`src/rtl/lcd_pkg.sv`:
```
// Shared types and constants for the LCD command scheduler:
// command encodings, sequencer state encoding and a counter helper.
package lcd_pkg;

    localparam int CMD_W = 3;

    typedef enum logic [CMD_W-1:0] {
        WRTBK = 3'd0,
        OP_UP = 3'd1,
        OP_DN = 3'd2,
        OP_LF = 3'd3,
        OP_RT = 3'd4,
        AVRGE = 3'd5,
        MRR_X = 3'd6,
        MRR_Y = 3'd7
    } lcd_op_e;

    typedef enum logic [2:0] {
        ST_IDLE      = 3'd0,
        ST_WAIT_RDY  = 3'd1,
        ST_ISSUE     = 3'd2,
        ST_GAP       = 3'd3,
        ST_WAIT_DONE = 3'd4,
        ST_FIN       = 3'd5
    } seq_state_e;

    function automatic logic [7:0] sat_inc8(input logic [7:0] v);
        return (v == 8'hFF) ? v : v + 8'd1;
    endfunction

endpackage

```
`src/rtl/lcd_cmd_seq_if.sv`:
```
// Host/controller-facing signal bundle of the LCD command scheduler.
// The master side is the environment (host and LCD controller), the slave side is the scheduler.
interface lcd_cmd_seq_if;
    import lcd_pkg::*;

    logic [CMD_W-1:0] host_cmd;
    logic             host_valid;
    logic             host_ready;
    logic             start;
    logic [CMD_W-1:0] lcd_cmd;
    logic             lcd_cmd_valid;
    logic             lcd_busy;
    logic             lcd_done;
    logic             seq_busy;
    logic             seq_done;
    logic [7:0]       cmd_count;
    logic             err_ovf;
    logic             err_tmo;

    modport master (
        output host_cmd, host_valid, start, lcd_busy, lcd_done,
        input  host_ready, lcd_cmd, lcd_cmd_valid, seq_busy, seq_done,
               cmd_count, err_ovf, err_tmo
    );

    modport slave (
        input  host_cmd, host_valid, start, lcd_busy, lcd_done,
        output host_ready, lcd_cmd, lcd_cmd_valid, seq_busy, seq_done,
               cmd_count, err_ovf, err_tmo
    );

endinterface

```
`src/rtl/lcd_cmd_fifo.sv`:
```
// Synchronous command FIFO with flush; head entry is visible on dout whenever not empty.
// Flush has priority over any push or pop in the same cycle.
module lcd_cmd_fifo
    import lcd_pkg::*;
#(
    parameter int DEPTH = 8,
    parameter int PTR_W = 3,
    parameter int W     = CMD_W
) (
    input  logic         clk,
    input  logic         reset,
    input  logic         push,
    input  logic         pop,
    input  logic         flush,
    input  logic [W-1:0] din,
    output logic [W-1:0] dout,
    output logic         full,
    output logic         empty
);

    localparam logic [PTR_W:0] CNT_FULL = (PTR_W+1)'(DEPTH);

    logic [W-1:0]     r_mem [DEPTH];
    logic [PTR_W-1:0] r_wr_ptr;
    logic [PTR_W-1:0] r_rd_ptr;
    logic [PTR_W:0]   r_count;
    logic             w_wr_en;
    logic             w_rd_en;

    assign full    = (r_count == CNT_FULL);
    assign empty   = (r_count == '0);
    assign w_wr_en = push && !full;
    assign w_rd_en = pop && !empty;
    assign dout    = r_mem[r_rd_ptr];

    // Storage, pointers (wrapping modulo DEPTH) and occupancy.
    always_ff @(posedge clk or negedge reset) begin
        if (!reset) begin
            r_wr_ptr <= '0;
            r_rd_ptr <= '0;
            r_count  <= '0;
            for (int i = 0; i < DEPTH; i++) begin
                r_mem[i] <= '0;
            end
        end else if (flush) begin
            r_wr_ptr <= '0;
            r_rd_ptr <= '0;
            r_count  <= '0;
        end else begin
            if (w_wr_en) begin
                r_mem[r_wr_ptr] <= din;
                r_wr_ptr        <= r_wr_ptr + PTR_W'(1);
            end
            if (w_rd_en) begin
                r_rd_ptr <= r_rd_ptr + PTR_W'(1);
            end
            case ({w_wr_en, w_rd_en})
                2'b10:   r_count <= r_count + (PTR_W+1)'(1);
                2'b01:   r_count <= r_count - (PTR_W+1)'(1);
                default: r_count <= r_count;
            endcase
        end
    end

endmodule

```
`src/rtl/lcd_cmd_seq.sv`:
```
// LCD command scheduler: queues host commands and, after start, issues them one at a
// time to the LCD controller until a write-back completes or times out.
module lcd_cmd_seq
    import lcd_pkg::*;
#(
    parameter int DEPTH   = 8,
    parameter int PTR_W   = 3,
    parameter int TIMEOUT = 255
) (
    input  logic         clk,
    input  logic         reset,
    lcd_cmd_seq_if.slave bus
);

    // The wait counter starts at 0 on entry, so the limit is hit one count early.
    localparam logic [7:0] TMO_LAST = 8'(TIMEOUT - 1);

    seq_state_e       r_state;
    seq_state_e       w_state_nxt;

    logic [CMD_W-1:0] w_fifo_dout;
    logic             w_full;
    logic             w_empty;
    logic             w_host_ready;
    logic             w_push;
    logic             w_pop;
    logic             w_flush;
    logic             w_issue;
    logic             w_done_set;
    logic             w_tmo_set;
    logic             w_cnt_clr;
    logic             w_ovf_set;
    logic             w_busy_nxt;

    logic [CMD_W-1:0] r_lcd_cmd;
    logic             r_lcd_cmd_valid;
    logic             r_seq_busy;
    logic             r_seq_done;
    logic [7:0]       r_cmd_count;
    logic             r_err_ovf;
    logic             r_err_tmo;
    logic [7:0]       r_tmo_cnt;

    assign w_host_ready = !w_full && (r_state != ST_FIN);
    assign w_push       = bus.host_valid && w_host_ready;
    assign w_ovf_set    = bus.host_valid && w_full && (r_state != ST_FIN);

    assign bus.host_ready    = w_host_ready;
    assign bus.lcd_cmd       = r_lcd_cmd;
    assign bus.lcd_cmd_valid = r_lcd_cmd_valid;
    assign bus.seq_busy      = r_seq_busy;
    assign bus.seq_done      = r_seq_done;
    assign bus.cmd_count     = r_cmd_count;
    assign bus.err_ovf       = r_err_ovf;
    assign bus.err_tmo       = r_err_tmo;

    lcd_cmd_fifo #(
        .DEPTH (DEPTH),
        .PTR_W (PTR_W),
        .W     (CMD_W)
    ) u_fifo (
        .clk   (clk),
        .reset (reset),
        .push  (w_push),
        .pop   (w_pop),
        .flush (w_flush),
        .din   (bus.host_cmd),
        .dout  (w_fifo_dout),
        .full  (w_full),
        .empty (w_empty)
    );

    // Next-state and per-cycle control decode.
    always_comb begin
        w_state_nxt = r_state;
        w_pop       = 1'b0;
        w_issue     = 1'b0;
        w_flush     = 1'b0;
        w_done_set  = 1'b0;
        w_tmo_set   = 1'b0;
        w_cnt_clr   = 1'b0;
        case (r_state)
            ST_IDLE: begin
                if (bus.start) begin
                    w_state_nxt = ST_WAIT_RDY;
                    w_cnt_clr   = 1'b1;
                end else begin
                    w_state_nxt = ST_IDLE;
                end
            end
            ST_WAIT_RDY: begin
                if (!w_empty && !bus.lcd_busy) begin
                    w_pop       = 1'b1;
                    w_issue     = 1'b1;
                    w_state_nxt = ST_ISSUE;
                end else begin
                    w_state_nxt = ST_WAIT_RDY;
                end
            end
            ST_ISSUE: begin
                if (r_lcd_cmd == WRTBK) begin
                    w_state_nxt = ST_WAIT_DONE;
                end else begin
                    w_state_nxt = ST_GAP;
                end
            end
            ST_GAP: begin
                w_state_nxt = ST_WAIT_RDY;
            end
            ST_WAIT_DONE: begin
                // Completion takes precedence over a timeout in the same cycle.
                if (bus.lcd_done) begin
                    w_done_set  = 1'b1;
                    w_flush     = 1'b1;
                    w_state_nxt = ST_FIN;
                end else if (r_tmo_cnt == TMO_LAST) begin
                    w_tmo_set   = 1'b1;
                    w_flush     = 1'b1;
                    w_state_nxt = ST_FIN;
                end else begin
                    w_state_nxt = ST_WAIT_DONE;
                end
            end
            ST_FIN: begin
                w_state_nxt = ST_FIN;
            end
            default: begin
                w_state_nxt = ST_IDLE;
            end
        endcase
        w_busy_nxt = (w_state_nxt != ST_IDLE) && (w_state_nxt != ST_FIN);
    end

    // Sequencer state register.
    always_ff @(posedge clk or negedge reset) begin
        if (!reset) begin
            r_state <= ST_IDLE;
        end else begin
            r_state <= w_state_nxt;
        end
    end

    // Registered outputs, sticky flags, issue counter and write-back wait counter.
    always_ff @(posedge clk or negedge reset) begin
        if (!reset) begin
            r_lcd_cmd       <= '0;
            r_lcd_cmd_valid <= 1'b0;
            r_seq_busy      <= 1'b0;
            r_seq_done      <= 1'b0;
            r_cmd_count     <= 8'd0;
            r_err_ovf       <= 1'b0;
            r_err_tmo       <= 1'b0;
            r_tmo_cnt       <= 8'd0;
        end else begin
            r_lcd_cmd_valid <= w_issue;
            r_seq_busy      <= w_busy_nxt;
            if (w_issue) begin
                r_lcd_cmd <= w_fifo_dout;
            end
            if (w_cnt_clr) begin
                r_cmd_count <= 8'd0;
            end else if (w_issue) begin
                r_cmd_count <= sat_inc8(r_cmd_count);
            end
            if (w_done_set) begin
                r_seq_done <= 1'b1;
            end
            if (w_tmo_set) begin
                r_err_tmo <= 1'b1;
            end
            if (w_ovf_set) begin
                r_err_ovf <= 1'b1;
            end
            if (r_state == ST_WAIT_DONE) begin
                r_tmo_cnt <= r_tmo_cnt + 8'd1;
            end else begin
                r_tmo_cnt <= 8'd0;
            end
        end
    end

endmodule
```
`src/flat_wrapper.sv`:
```
// flat-port wrapper written by rule: the top's interface ports become plain ports
module lcd_cmd_seq_flat import lcd_pkg::*;
#(
    parameter int DEPTH   = 8,
    parameter int PTR_W   = 3,
    parameter int TIMEOUT = 255
)
  (clk, reset, bus_host_cmd, bus_host_valid, bus_start, bus_lcd_busy, bus_lcd_done, bus_host_ready, bus_lcd_cmd, bus_lcd_cmd_valid, bus_seq_busy, bus_seq_done, bus_cmd_count, bus_err_ovf, bus_err_tmo);
  lcd_cmd_seq_if bus_i ();
  input  logic clk;
  input  logic reset;
  input wire logic [$bits(bus_i.host_cmd)-1:0] bus_host_cmd;
  input wire logic [$bits(bus_i.host_valid)-1:0] bus_host_valid;
  input wire logic [$bits(bus_i.start)-1:0] bus_start;
  input wire logic [$bits(bus_i.lcd_busy)-1:0] bus_lcd_busy;
  input wire logic [$bits(bus_i.lcd_done)-1:0] bus_lcd_done;
  output wire logic [$bits(bus_i.host_ready)-1:0] bus_host_ready;
  output wire logic [$bits(bus_i.lcd_cmd)-1:0] bus_lcd_cmd;
  output wire logic [$bits(bus_i.lcd_cmd_valid)-1:0] bus_lcd_cmd_valid;
  output wire logic [$bits(bus_i.seq_busy)-1:0] bus_seq_busy;
  output wire logic [$bits(bus_i.seq_done)-1:0] bus_seq_done;
  output wire logic [$bits(bus_i.cmd_count)-1:0] bus_cmd_count;
  output wire logic [$bits(bus_i.err_ovf)-1:0] bus_err_ovf;
  output wire logic [$bits(bus_i.err_tmo)-1:0] bus_err_tmo;
  assign bus_i.host_cmd = bus_host_cmd;
  assign bus_i.host_valid = bus_host_valid;
  assign bus_i.start = bus_start;
  assign bus_i.lcd_busy = bus_lcd_busy;
  assign bus_i.lcd_done = bus_lcd_done;
  assign bus_host_ready = bus_i.host_ready;
  assign bus_lcd_cmd = bus_i.lcd_cmd;
  assign bus_lcd_cmd_valid = bus_i.lcd_cmd_valid;
  assign bus_seq_busy = bus_i.seq_busy;
  assign bus_seq_done = bus_i.seq_done;
  assign bus_cmd_count = bus_i.cmd_count;
  assign bus_err_ovf = bus_i.err_ovf;
  assign bus_err_tmo = bus_i.err_tmo;
  lcd_cmd_seq #(.DEPTH(DEPTH), .PTR_W(PTR_W), .TIMEOUT(TIMEOUT)) u_core (.clk(clk), .reset(reset), .bus(bus_i));
endmodule
```
`config.mk`:
```
export PLATFORM = sky130hd
export DESIGN_NAME = lcd_cmd_seq_flat
export DESIGN_NICKNAME = d
export VERILOG_FILES = /design/src/rtl/lcd_pkg.sv /design/src/rtl/lcd_cmd_seq_if.sv /design/src/rtl/lcd_cmd_fifo.sv /design/src/rtl/lcd_cmd_seq.sv /design/src/flat_wrapper.sv
export SDC_FILE = /design/constraint.sdc
export NUM_CORES = 1
export LEC_CHECK = 0
export CORE_ASPECT_RATIO = 2
export CORE_MARGIN = 3
export CORE_UTILIZATION = 50
export DETAILED_ROUTE_END_ITERATION = 12
export PLACE_DENSITY = 0.71
export SYNTH_ARGS = -nofsm -noshare
export SYNTH_HDL_FRONTEND = slang
export SYNTH_HIERARCHICAL = 1
export SYNTH_SLANG_ARGS = --single-unit
```
`constraint.sdc`:
```
create_clock -name clk -period 3.8 [get_ports clk]
set_clock_uncertainty 0.1 [all_clocks]
set_input_delay 0.38 -clock clk [delete_from_list [all_inputs] [get_ports clk]]
set_output_delay 0.38 -clock clk [all_outputs]
set_load 0.01 [all_outputs]
```
Word level (Yosys, flattened, before mapping)
Cells that the tools add are included.
- register bits after elaboration: 61
- input port bits: 9
- logic and storage cells: 100
- add/subtract/negate cells: 6
- order comparisons: 3
- equal/unequal tests: 13
- muxes and demuxes: 33
- bitwise logic cells: 3
- reduce and logical (&&, ||, !) cells: 22
- operator list (kind ; number):
    8-bit two-way mux ; 4
    3-bit two-way mux ; 9
    24-bit bitwise mux ; 1
    3-bit case mux with 6 select lines ; 1
    8-bit by 1-bit adder with 8-bit output (second input constant) ; 2
    8-bit == test (second input constant) ; 2
    1-bit two-way mux ; 13
    3-bit binary-select mux with 3-bit select ; 1
    3-bit demux with 3-bit select ; 1
    1-bit logical AND ; 9
    4-bit greater-or-equal comparator (second input constant) ; 2
    3-bit NOT with 4-bit output ; 2
    4-bit case mux with 2 select lines ; 1
    3-bit by 1-bit adder with 3-bit output (second input constant) ; 2
    3-bit by 2-bit == test with 1-bit output (second input constant) ; 2
    3-bit == test (second input constant) ; 2
    3-bit logical NOT ; 2
    3-bit inequality test (second input constant) ; 2
    2-bit nonzero test ; 3
    3-bit nonzero test ; 2
    4-bit by 1-bit adder with 4-bit output (second input constant) ; 1
    4-bit == test (second input constant) ; 1
    4-bit logical NOT ; 1
    4-bit by 1-bit < comparator with 1-bit output (second input constant) ; 1
    other kinds (10) ; 13

Longest topological paths before layout
- word-level depth: 9
- mapped depth: 13

Cells and area by module
Netlist, hierarchy kept.
- by module, submodules not included (module ; instances ; cells each ; area each (um^2) ; seq. area each (um^2)):
    lcd_cmd_fifo ; 1 ; 140 ; 1845.5 ; 850.8
    lcd_cmd_seq ; 1 ; 119 ; 1280.0 ; 675.6

Worst setup path before layout
OpenSTA, ideal clock, no wires.
- path kind: register to register
- start point: reg u_core.u_fifo.r_count[0]
- end point: reg u_core.u_fifo.r_count[3]
- setup time: 0.122 ns
- arrival time: 2.823 ns
- required time: 3.578 ns
- setup slack: 0.755 ns
- stages on the path, launching flop included: 14
- path buffers: 3
- period minus slack after synthesis: 3.045 ns
- cell sequence: dfrtp_1 -> buf_6 -> or4b_1 -> buf_6 -> inv_1 -> nor2b_1 -> and2_1 -> clkbuf_1 -> a21oi_1 -> ha_1 -> a21oi_1 -> and3_1 -> mux2i_1 -> nand2_1
- elaborated cells between the ends (all ways): 18
- those cells by class: add/sub (2); eq/ne (3); mux (4); reduce/logical (9)
- RTL lines (element ; line ; text):
    from (decl) ; lcd_cmd_fifo.sv:26 ; logic [PTR_W:0] r_count;
    from (signal assigned) ; lcd_cmd_fifo.sv:58 ; 2'b10: r_count <= r_count + (PTR_W+1)'(1);
    from (signal assigned) ; lcd_cmd_fifo.sv:59 ; 2'b01: r_count <= r_count - (PTR_W+1)'(1);
    from (signal assigned) ; lcd_cmd_fifo.sv:60 ; default: r_count <= r_count;
    4-bit == test (*) ; lcd_cmd_fifo.sv:30 ; assign full = (r_count == CNT_FULL);
    via u_core.w_full ; lcd_cmd_seq.sv:22 ; logic w_full;
    1-bit logical NOT (*) ; lcd_cmd_seq.sv:44 ; assign w_host_ready = !w_full && (r_state != ST_FIN);
    1-bit logical AND (*) ; lcd_cmd_seq.sv:44 ;
    via bus_host_ready ; flat_wrapper.sv:17 ; output wire logic [$bits(bus_i.host_ready)-1:0] bus_host_ready;
    1-bit logical AND (*) ; lcd_cmd_seq.sv:45 ; assign w_push = bus.host_valid && w_host_ready;
    via u_core.w_push ; lcd_cmd_seq.sv:25 ; logic w_push;
    1-bit logical AND (*) ; lcd_cmd_fifo.sv:32 ; assign w_wr_en = push && !full;
    2-bit by 1-bit == test with 1-bit output or 2-bit == test (tied branches) ; lcd_cmd_fifo.sv:57 ; case ({w_wr_en, w_rd_en})
    4-bit case mux with 2 select lines ; lcd_cmd_fifo.sv:57 ;
    4-bit two-way mux ; lcd_cmd_fifo.sv:45 ; end else if (flush) begin
The timed path passes the listed nets; every way through them passes the cells marked *.
A chain may end at the register's enable or synchronous reset.

Worst setup path in the final report
- start point: reg u_core.u_fifo.r_count[0]
- end point: reg u_core.u_fifo.r_count[3]
- elaborated cells between the ends (all ways): 18
- those cells by class: add/sub (2); eq/ne (3); mux (4); reduce/logical (9)
- RTL lines (element ; line):
    4-bit == test (*) ; lcd_cmd_fifo.sv:30
    via u_core.w_full ; lcd_cmd_seq.sv:22
    1-bit logical NOT (*) ; lcd_cmd_seq.sv:44
    1-bit logical AND (*) ; lcd_cmd_seq.sv:44
    1-bit logical AND (*) ; lcd_cmd_seq.sv:45
    via u_core.w_push ; lcd_cmd_seq.sv:25
    1-bit logical AND (*) ; lcd_cmd_fifo.sv:32
    2-bit by 1-bit == test with 1-bit output or 2-bit == test (tied branches) ; lcd_cmd_fifo.sv:57
    4-bit case mux with 2 select lines ; lcd_cmd_fifo.sv:57
    4-bit two-way mux ; lcd_cmd_fifo.sv:45
Marked as above.

==> impl_metrics.csv <==
group,metric,value,unit
status,status,"completed",
global_route,grt_overflow,0,
drt,vias_per_cell,5.64,
synth,ys_seq_elements,61,
setup_path,crit_type,"flip-flop to flip-flop",
drt,wl_per_cell,15.9,um
synth,synth_top_area_frac,0.488,
cts,cts_max_path_buffers,2,
synth,yosys.area.top_type,"dfrtp_1",
placement,io_buffers,25,
sta,rsz0062_at_grt,"no",
sta,slew_headroom,0.392,
sta,holdWs,0.363,ns
layout,n_fill_cell,491,
placement,gp_congestion,0.811,
cts,cts-root-buf,"clkbuf_16",
drt,drc_errors,0,
cts,htreeDepth,3,
drt,dr.pass1.iters,4,
floorplan,core_area,6060,um^2
setup_path,regToRegSetupSlack,0.62,ns
drt,route.vias.total,2126,
cts,cts_made_buffers,9,
synth,synth_area_per_cell,12.1,um^2
power,power_leakage,1.61,nW
sta,worst_pin_slew,0.899,ns
setup_path,worst-path-max-fanout,13,
sta,finalSetupViolations,0,
global_route,grt_pass1_wl,10.4,mm
synth,yosysSeqAreaShare,0.488,
synth,synth_fp_nets,276,
floorplan,start_util,0.516,
hold_path,hold_path_depth,1,
floorplan,dieHeight,118,um
floorplan,die-area,7290,um^2
cts,cts_tree,"done",
synth,async_reset_ff_frac,1.00,
sta,fin_crit,3.18,ns
synth,synth_commonest_cells,"dfrtp_1 (61), nor2_1 (23), mux2_2 (22)",
setup_path,cp.required,3.91,ns
drt,wl,6.00,mm
setup_path,worstSetupEndpointType,"flip-flop",
synth,ys_warn_count,6,
global_route,grt_max_degree,38,
floorplan,io_pins,26,
layout,drive_gt1_frac,0.201,
synth,synth_enable_flop_cells,0,
job,drv_cap,0,
global_route,antenna_found_initial,0,
sta,hold_viol_final,0,
sta,tns,0,ns
layout,final_nets,305,
hold_path,hold_path.class,"flip-flop to flip-flop",
cts,clkTransAtPathRegs,0.05,ns
synth,yosysUniqueCellTypes,54,
sta,finalCritPeriodShare,0.836,
cts,clkLatencyLatePin,0.33,ns
cts,post_cts_resized,0,
setup_path,ff2ff_path_depth,10,
drt,final_antenna_net_count,0,
sta,clock.fmax,315,MHz
cts,cts_sinks,61,
sta,drv_slew,0,
drt,drtIter0Drc,163,
power,vdd_drop_max,0.421,mV
floorplan,placementRows,40,
global_route,first_global_vias,2277,
placement,dp_hpwl,4.43,mm
synth,synth_flop_cell,"dfrtp_1",
setup_path,arrival,3.29,ns
global_route,gr-usage-all-layers,0.198,
cts,postCtsHoldBufs,1,
setup_path,critPathLaunchType,"flip-flop",
cts,postCtsSetupBuffers,0,
power,p_per_area,808,nW/um^2
layout,n_antenna_cell,0,
floorplan,dieWidth,61.9,um
layout,area_growth,19.1,%
synth,synth_most_common_cell,"dfrtp_1",
synth,yosys-top-cells-area,"dfrtp_1 (49%), mux2_2 (7.9%), mux4_2 (4.3%)",
synth,synth_cells,259,
synth,netlist_area,3130,um^2
## metal layers
layer	global-route usage	up-vias	share of wire
met5	0	-	0
met4	0.118	0	0.034
met3	0.0681	14	0.041
met2	0.329	47	0.56
met1	0.199	1064	0.36
li1	-	1001	-
## worst max-delay path, stage by stage, from the launching register on
cell and delay, ns:
dfrtp_1 0.47, or4b_1 0.72, inv_1 0.13, nor2b_1 0.06, and2_1 0.29, a21oi_1 0.31
ha_1 0.32, a21oi_1 0.19, and3_1 0.20, mux2i_1 0.19, nand2_1 0.07
## stage by stage
| stage | cells | total power, mW | instance area [um^2] | setup slack (ns) | util |
|---|---|---|---|---|---|
| floorplan | 259 | 1.94 | 3130 | 0.755 | - |
| global placement | 360 | 2.21 | 3430 | 0.738 | 0.566 |
| detailed placement | 360 | 2.25 | 3430 | 0.648 | 0.566 |
| CTS | 377 | 3.04 | 3720 | 0.635 | 0.614 |
| global route | 377 | 3.24 | 3720 | 0.379 | 0.614 |
| finish | 377 | 3.01 | 3720 | 0.624 | 0.614 |
## final timing paths
check	from	end
worst max-delay path	u_core/u_fifo/r_count[0]	u_core/u_fifo/r_count[3]
worst min-delay path	u_core/bus.seq_done	u_core/bus.seq_done
worst max register to register	u_core/u_fifo/r_count[0]	u_core/u_fifo/r_count[3]
worst min register to register	u_core/bus.seq_done	u_core/bus.seq_done
max in group asynchronous	reset	u_core/u_fifo/r_wr_ptr[0]
min in group asynchronous	reset	u_core/bus.err_tmo
## power by group
part	internal (mW)	switching (mW)	leakage, nW
clock	0.506	0.275	0.141
combinational	0.611	0.440	0.712
sequential	0.901	0.273	0.761
## cell families after synthesis
family | count (synthesis) | synth area share
compound gates | 28 | 0.0624
xor+xnor | 13 | 0.0364
fa+ha+maj | 8 | 0.0344
buf+inv | 15 | 0.0280
flops | 61 | 0.488
mux | 43 | 0.174
simple gates | 91 | 0.176
## flip-flops by register name, indices dropped and copies added (netlist names)
register,count
u_core/bus.cmd_count,8
u_core/bus.err_ovf,1
u_core/bus.err_tmo,1
u_core/bus.lcd_cmd,3
u_core/bus.lcd_cmd_valid,1
u_core/bus.seq_busy,1
u_core/bus.seq_done,1
u_core/r_state,3
u_core/r_tmo_cnt,8
u_core/u_fifo/r_count,4
u_core/u_fifo/r_mem,24
u_core/u_fifo/r_rd_ptr,3
u_core/u_fifo/r_wr_ptr,3
## cell type report
cell class / count / area (um^2) / share of cell area
flip-flops and latches: 61 / 1530 / 0.410
multi-input cells: 183 / 1510 / 0.406
repair buffers: 29 / 278 / 0.0746
clock buffers: 12 / 236 / 0.0636
well taps: 84 / 105 / 0.0282
clock inverters: 4 / 48.8 / 0.0131
inverters: 4 / 15.0 / 0.00403
## cell usage in the layout (no fill, tap or decap), drive strengths merged, types with 3 or more instances in the layout
master / n
mux4: 6
nand4: 4
clkdlybuf4s50: 24
inv: 4
mux2: 31
clkinv: 3
clkbuf: 12
mux2i: 6
nand3b: 5
nand2: 18
nor2: 23
xor2: 8
a21oi: 11
buf: 4
nand2b: 3
nand3: 11
a211oi: 3
nor3: 3
xnor2: 5
dfrtp: 61
ha: 7
No activity file was read; power rests on OpenSTA's default activity.
==> RTL change 1, RTL diff (same flow settings) <==
`PTR_W` is set to 3 in 3 places; all go to 4.
--- a/src/rtl/lcd_cmd_fifo.sv
+++ b/src/rtl/lcd_cmd_fifo.sv
@@ -5,5 +5,5 @@
 #(
     parameter int DEPTH = 8,
-    parameter int PTR_W = 3,
+    parameter int PTR_W = 4,
     parameter int W     = CMD_W
 ) (
--- a/src/rtl/lcd_cmd_seq.sv
+++ b/src/rtl/lcd_cmd_seq.sv
@@ -5,5 +5,5 @@
 #(
     parameter int DEPTH   = 8,
-    parameter int PTR_W   = 3,
+    parameter int PTR_W   = 4,
     parameter int TIMEOUT = 255
 ) (
--- a/src/flat_wrapper.sv
+++ b/src/flat_wrapper.sv
@@ -3,5 +3,5 @@
 #(
     parameter int DEPTH   = 8,
-    parameter int PTR_W   = 3,
+    parameter int PTR_W   = 4,
     parameter int TIMEOUT = 255
 )
Formal check against the unedited RTL: same outputs for any inputs over 10 cycles, from zero or initial values and one cycle with reset low; that may be too few to reach the edited logic, so the function may still have changed.
==> RTL change 1 against the original RTL <==
  * Area after synthesis is 4.0% higher
  * First-iteration DRC count is 13% higher
  * Sequential cell count is 2 higher
  * Routed wire length is 12% higher
  * Maximum frequency is 10% lower
  * Power is 10% higher
  * Design area is 7.1% higher
  * Worst setup slack worse by 0.37 ns
==> RTL change 1: results (changes against the original RTL) <==
outcome:
  status: "complete, no violations"
sta:
  finalWorstSetupSlack_ns: 0.253  # -0.371 ns
  holdWs_ns: 0.362  # -0.00124 ns
  slew_headroom: 0.525  # +0.133
cells_and_area:
  finalNetCount: 340  # +11%
  num-multi-input-gates: 207  # +13%
  bufAreaShareNonClock: 0.0773  # +0.00261
  n_all_buffers: 33  # +14%
  final-clk-cell-share: 0.0905  # +0.0138
global_routing:
  grt_use_met1: 0.207  # +0.00841
  grt_pass1_vias: 2452  # +7.7%
  grt_use_met3: 0.0478  # -0.0203
  grt_pass1_wl_um: 11600  # +11%
worst_setup_path:
  cp_slowest_cell: "or4b_4"
  reg2reg_depth: 12  # +2
  cp-endpoint: "u_core/u_fifo/r_count[4]$_DFFE_PN0P_"
  startpoint: "u_core/u_fifo/r_count[1]$_DFFE_PN0P_"
yosys:
  synth_xor_area_frac: 0.0296  # -0.00680
  ys_top_cells_by_area: "dfrtp_1, mux2_2, mux4_2"
  yosys-top-cells-count: "dfrtp_1, mux2_2, nor2_1, nand2_1, a21oi_1"
  ys_ff_latch: 63  # +3.3%
  syn-num-nets: 305  # +11%
detailed_routing:
  postRouteWirelength_um: 6730  # +12%
place:
  place_congestion: 0.839  # +3.5%
power_and_ir_drop:
  p_sw_frac: 0.320  # -0.00895
  p_clk_uw: 994  # +27%
  p_leak_uw: 0.00171  # +6.3%
  powerDensity_mw_per_mm2: 832  # +3.0%
RTL change 1: cell count changes in the layout (fill, tap and decap cells not counted), sizes merged, moves of 4 or more:
cell	change
nor3	+4
inv	+4
nor2	+4
buf	+4
o21ai	+5
RTL change 1: worst register-to-register path, cell delays in order, from the launching register on:
cell and delay [ns]:
dfrtp_1 0.45, or4_1 0.34, nor2_1 0.08, or4b_4 0.55, nor2_1 0.26, nand2_1 0.09, mux2i_1 0.18, inv_1 0.07
fa_1 0.37, nand2b_1 0.20, a21o_1 0.19, and3_1 0.16, or4_1 0.39
RTL change 1: how the worst min path moves through the flow:
stage | startpoint | end | depth (start not counted)
after floorplan | reset | u_core/bus.cmd_count[0]$_DFFE_PN0P_ | 0
after global placement | reset | u_core/r_tmo_cnt[4]$_DFF_PN0_ | 1
after detailed placement | reset | u_core/r_tmo_cnt[4]$_DFF_PN0_ | 1
after CTS | u_core/bus.err_tmo$_DFFE_PN0P_ | u_core/bus.err_tmo$_DFFE_PN0P_ | 2
after global routing | u_core/bus.seq_done$_DFFE_PN0P_ | u_core/bus.seq_done$_DFFE_PN0P_ | 1
final | u_core/bus.seq_done$_DFFE_PN0P_ | u_core/bus.seq_done$_DFFE_PN0P_ | 1
RTL change 1: stage by stage:
step                      instance area [µm²]  cells
after floorplan                          3250    287
after global placement                   3610    396
after detailed placement                 3610    396
after CTS                                3980    413
after global routing                     3980    413
final                                    3980    413
RTL change 1: cells by family (layout without fill, tap and decap cells):
| group | count (synthesis) | after routing |
|---|---|---|
| DFF | 63 | 63 |
| muxes | 43 | 43 |
| AOI/OAI and AO/OA | 41 | 41 |
| adders and majority gates | 9 | 9 |
| and+or+nand+nor | 103 | 103 |
| xor gates and xnor gates | 11 | 11 |
| buffers and inverters | 17 | 57 |
==> RTL change 2, RTL diff (same flow settings) <==
Made on the original files. The 6 states of `seq_state_e` get a Gray code encoding in 3 bits.
--- a/src/rtl/lcd_pkg.sv
+++ b/src/rtl/lcd_pkg.sv
@@ -17,10 +17,10 @@
 
     typedef enum logic [2:0] {
-        ST_IDLE      = 3'd0,
-        ST_WAIT_RDY  = 3'd1,
-        ST_ISSUE     = 3'd2,
-        ST_GAP       = 3'd3,
-        ST_WAIT_DONE = 3'd4,
-        ST_FIN       = 3'd5
+        ST_IDLE      = 3'b000,
+        ST_WAIT_RDY  = 3'b001,
+        ST_ISSUE     = 3'b011,
+        ST_GAP       = 3'b010,
+        ST_WAIT_DONE = 3'b110,
+        ST_FIN       = 3'b111
     } seq_state_e;
 
Behaviour: no difference found for any inputs over 10 cycles, from zero or initial values and one cycle with reset low; not proved beyond that.
==> RTL change 2 against the original RTL <==
  * Non-clock buffer count fell by 2
  * Area after synthesis rose by 0.60%
  * Design area rose by 1.2%
  * Worst setup slack got worse by 0.12 ns
  * Via count fell by 0.89%
  * Sequential cell count did not move
  * Routed wire length barely moved
  * Highest routed layer unchanged
  * Core utilization rose by 0.74 points
  * Critical endpoint unchanged
Power is not compared: it rests on default switching activity, and its combinational part moved more than twofold at a synthesized area within 25%.
==> RTL change 2: results (changes against the original RTL) <==
outcome:
  status: "complete, no violations"
yosys:
  yosys-top-cells-count: "dfrtp_1, nor2_1, mux2_2, a21oi_1, nand3_1"
  ys_seq_area_frac: 0.485  # -0.00292
  synth.distinct_cells: 57  # +5.6%
  ys_top_cells_by_area: "dfrtp_1, mux2_2, mux4_2"
  syn_area_per_cell_um2: 11.9  # -1.3%
  syn-num-nets: 281  # +1.8%
worst_setup_path:
  path_class: "flop to flop"
  arrival_ns: 3.40  # +0.11 ns
  r2r_slack_ns: 0.51  # -0.12 ns
place:
  dp.cells: 361  # +0.28%
  dpl_cell_area_mm2: 0.00341  # -0.33%
  dp.final_hpwl_um: 4330  # -2.2%
  pre_cts_slack_ns: 0.550  # -0.0976 ns
  place_congestion: 0.806  # -0.68%
cells_and_area:
  drive_gt1_frac: 0.218  # +0.0163
  finalNetCount: 306  # +0.33%
  final_cells: 378  # +0.27%
  top_register: "u_core/u_fifo/r_mem"
  final.fill_count: 477  # -2.9%
global_routing:
  grt_use_met1: 0.204  # +0.00538
  grt_pass1_wl_um: 10100  # -3.1%
  met2_usage: 0.321  # -0.00862
  grt_max_degree: 34  # -11%
  grt_usage: 0.189  # -0.00905
  grt_pass1_vias: 2169  # -4.7%
  grt_use_met3: 0.0536  # -0.0145
detailed_routing:
  drt-wirelength-per-cell_um: 15.9  # -0.33%
  wl_met3_um: 243  # -2.4%
  met2_length_um: 3360  # -0.77%
  met1Wirelength_um: 2270  # +5.0%
  vias: 2107  # -0.89%
sta:
  max_freq_ghz: 0.304  # -3.5%
RTL change 2: changes by cell type after synthesis, sizes merged, moves of 3 or more:
cell	before	now
nand2	18	12
nand3	11	14
nor2	23	26
o21ai	2	6
or3	2	8
RTL change 2: cells by family (layout without fill, tap and decap cells):
kind of cell	count (synthesis)	after routing	share of synthesized area
buffers and inverters	19	49	0.0350
adder cells (fa/ha/maj)	8	8	0.0342
AND/OR/NAND/NOR	89	89	0.173
XOR/XNOR	11	11	0.0306
flip-flops	61	61	0.485
AO/OA/AOI/OAI	35	35	0.0752
multiplexers	41	41	0.167
RTL change 2: power breakdown:
group	internal, µW	switching (µW)
clock network	657	265
logic	173	131
registers	752	105
RTL change 2: cell type report:
type | instances | area (µm²) | share of cell area
timing repair buffer | 27 | 263 | 0.0698
clock inverter | 4 | 95.1 | 0.0252
clock buffer | 12 | 246 | 0.0654
sequential | 61 | 1530 | 0.405
tap | 84 | 105 | 0.0279
inverter | 6 | 22.5 | 0.00598
multi-input combinational | 184 | 1510 | 0.400
RTL change 2: worst min path at each step:
| stage | from | end | slack, ns | depth (start not counted) |
|---|---|---|---|---|
| global placement | reset | u_core/bus.cmd_count[3]$_DFFE_PN0P_ | 0.33 | 1 |
| global route | u_core/bus.err_tmo$_DFFE_PN0P_ | u_core/bus.err_tmo$_DFFE_PN0P_ | 0.37 | 1 |
| finish | u_core/bus.err_tmo$_DFFE_PN0P_ | u_core/bus.err_tmo$_DFFE_PN0P_ | 0.35 | 1 |
| floorplan | reset | u_core/bus.cmd_count[0]$_DFFE_PN0P_ | -0.02 | 0 |
| detailed placement | reset | u_core/bus.cmd_count[3]$_DFFE_PN0P_ | 0.34 | 1 |
| CTS | u_core/bus.err_tmo$_DFFE_PN0P_ | u_core/bus.err_tmo$_DFFE_PN0P_ | 0.36 | 1 |
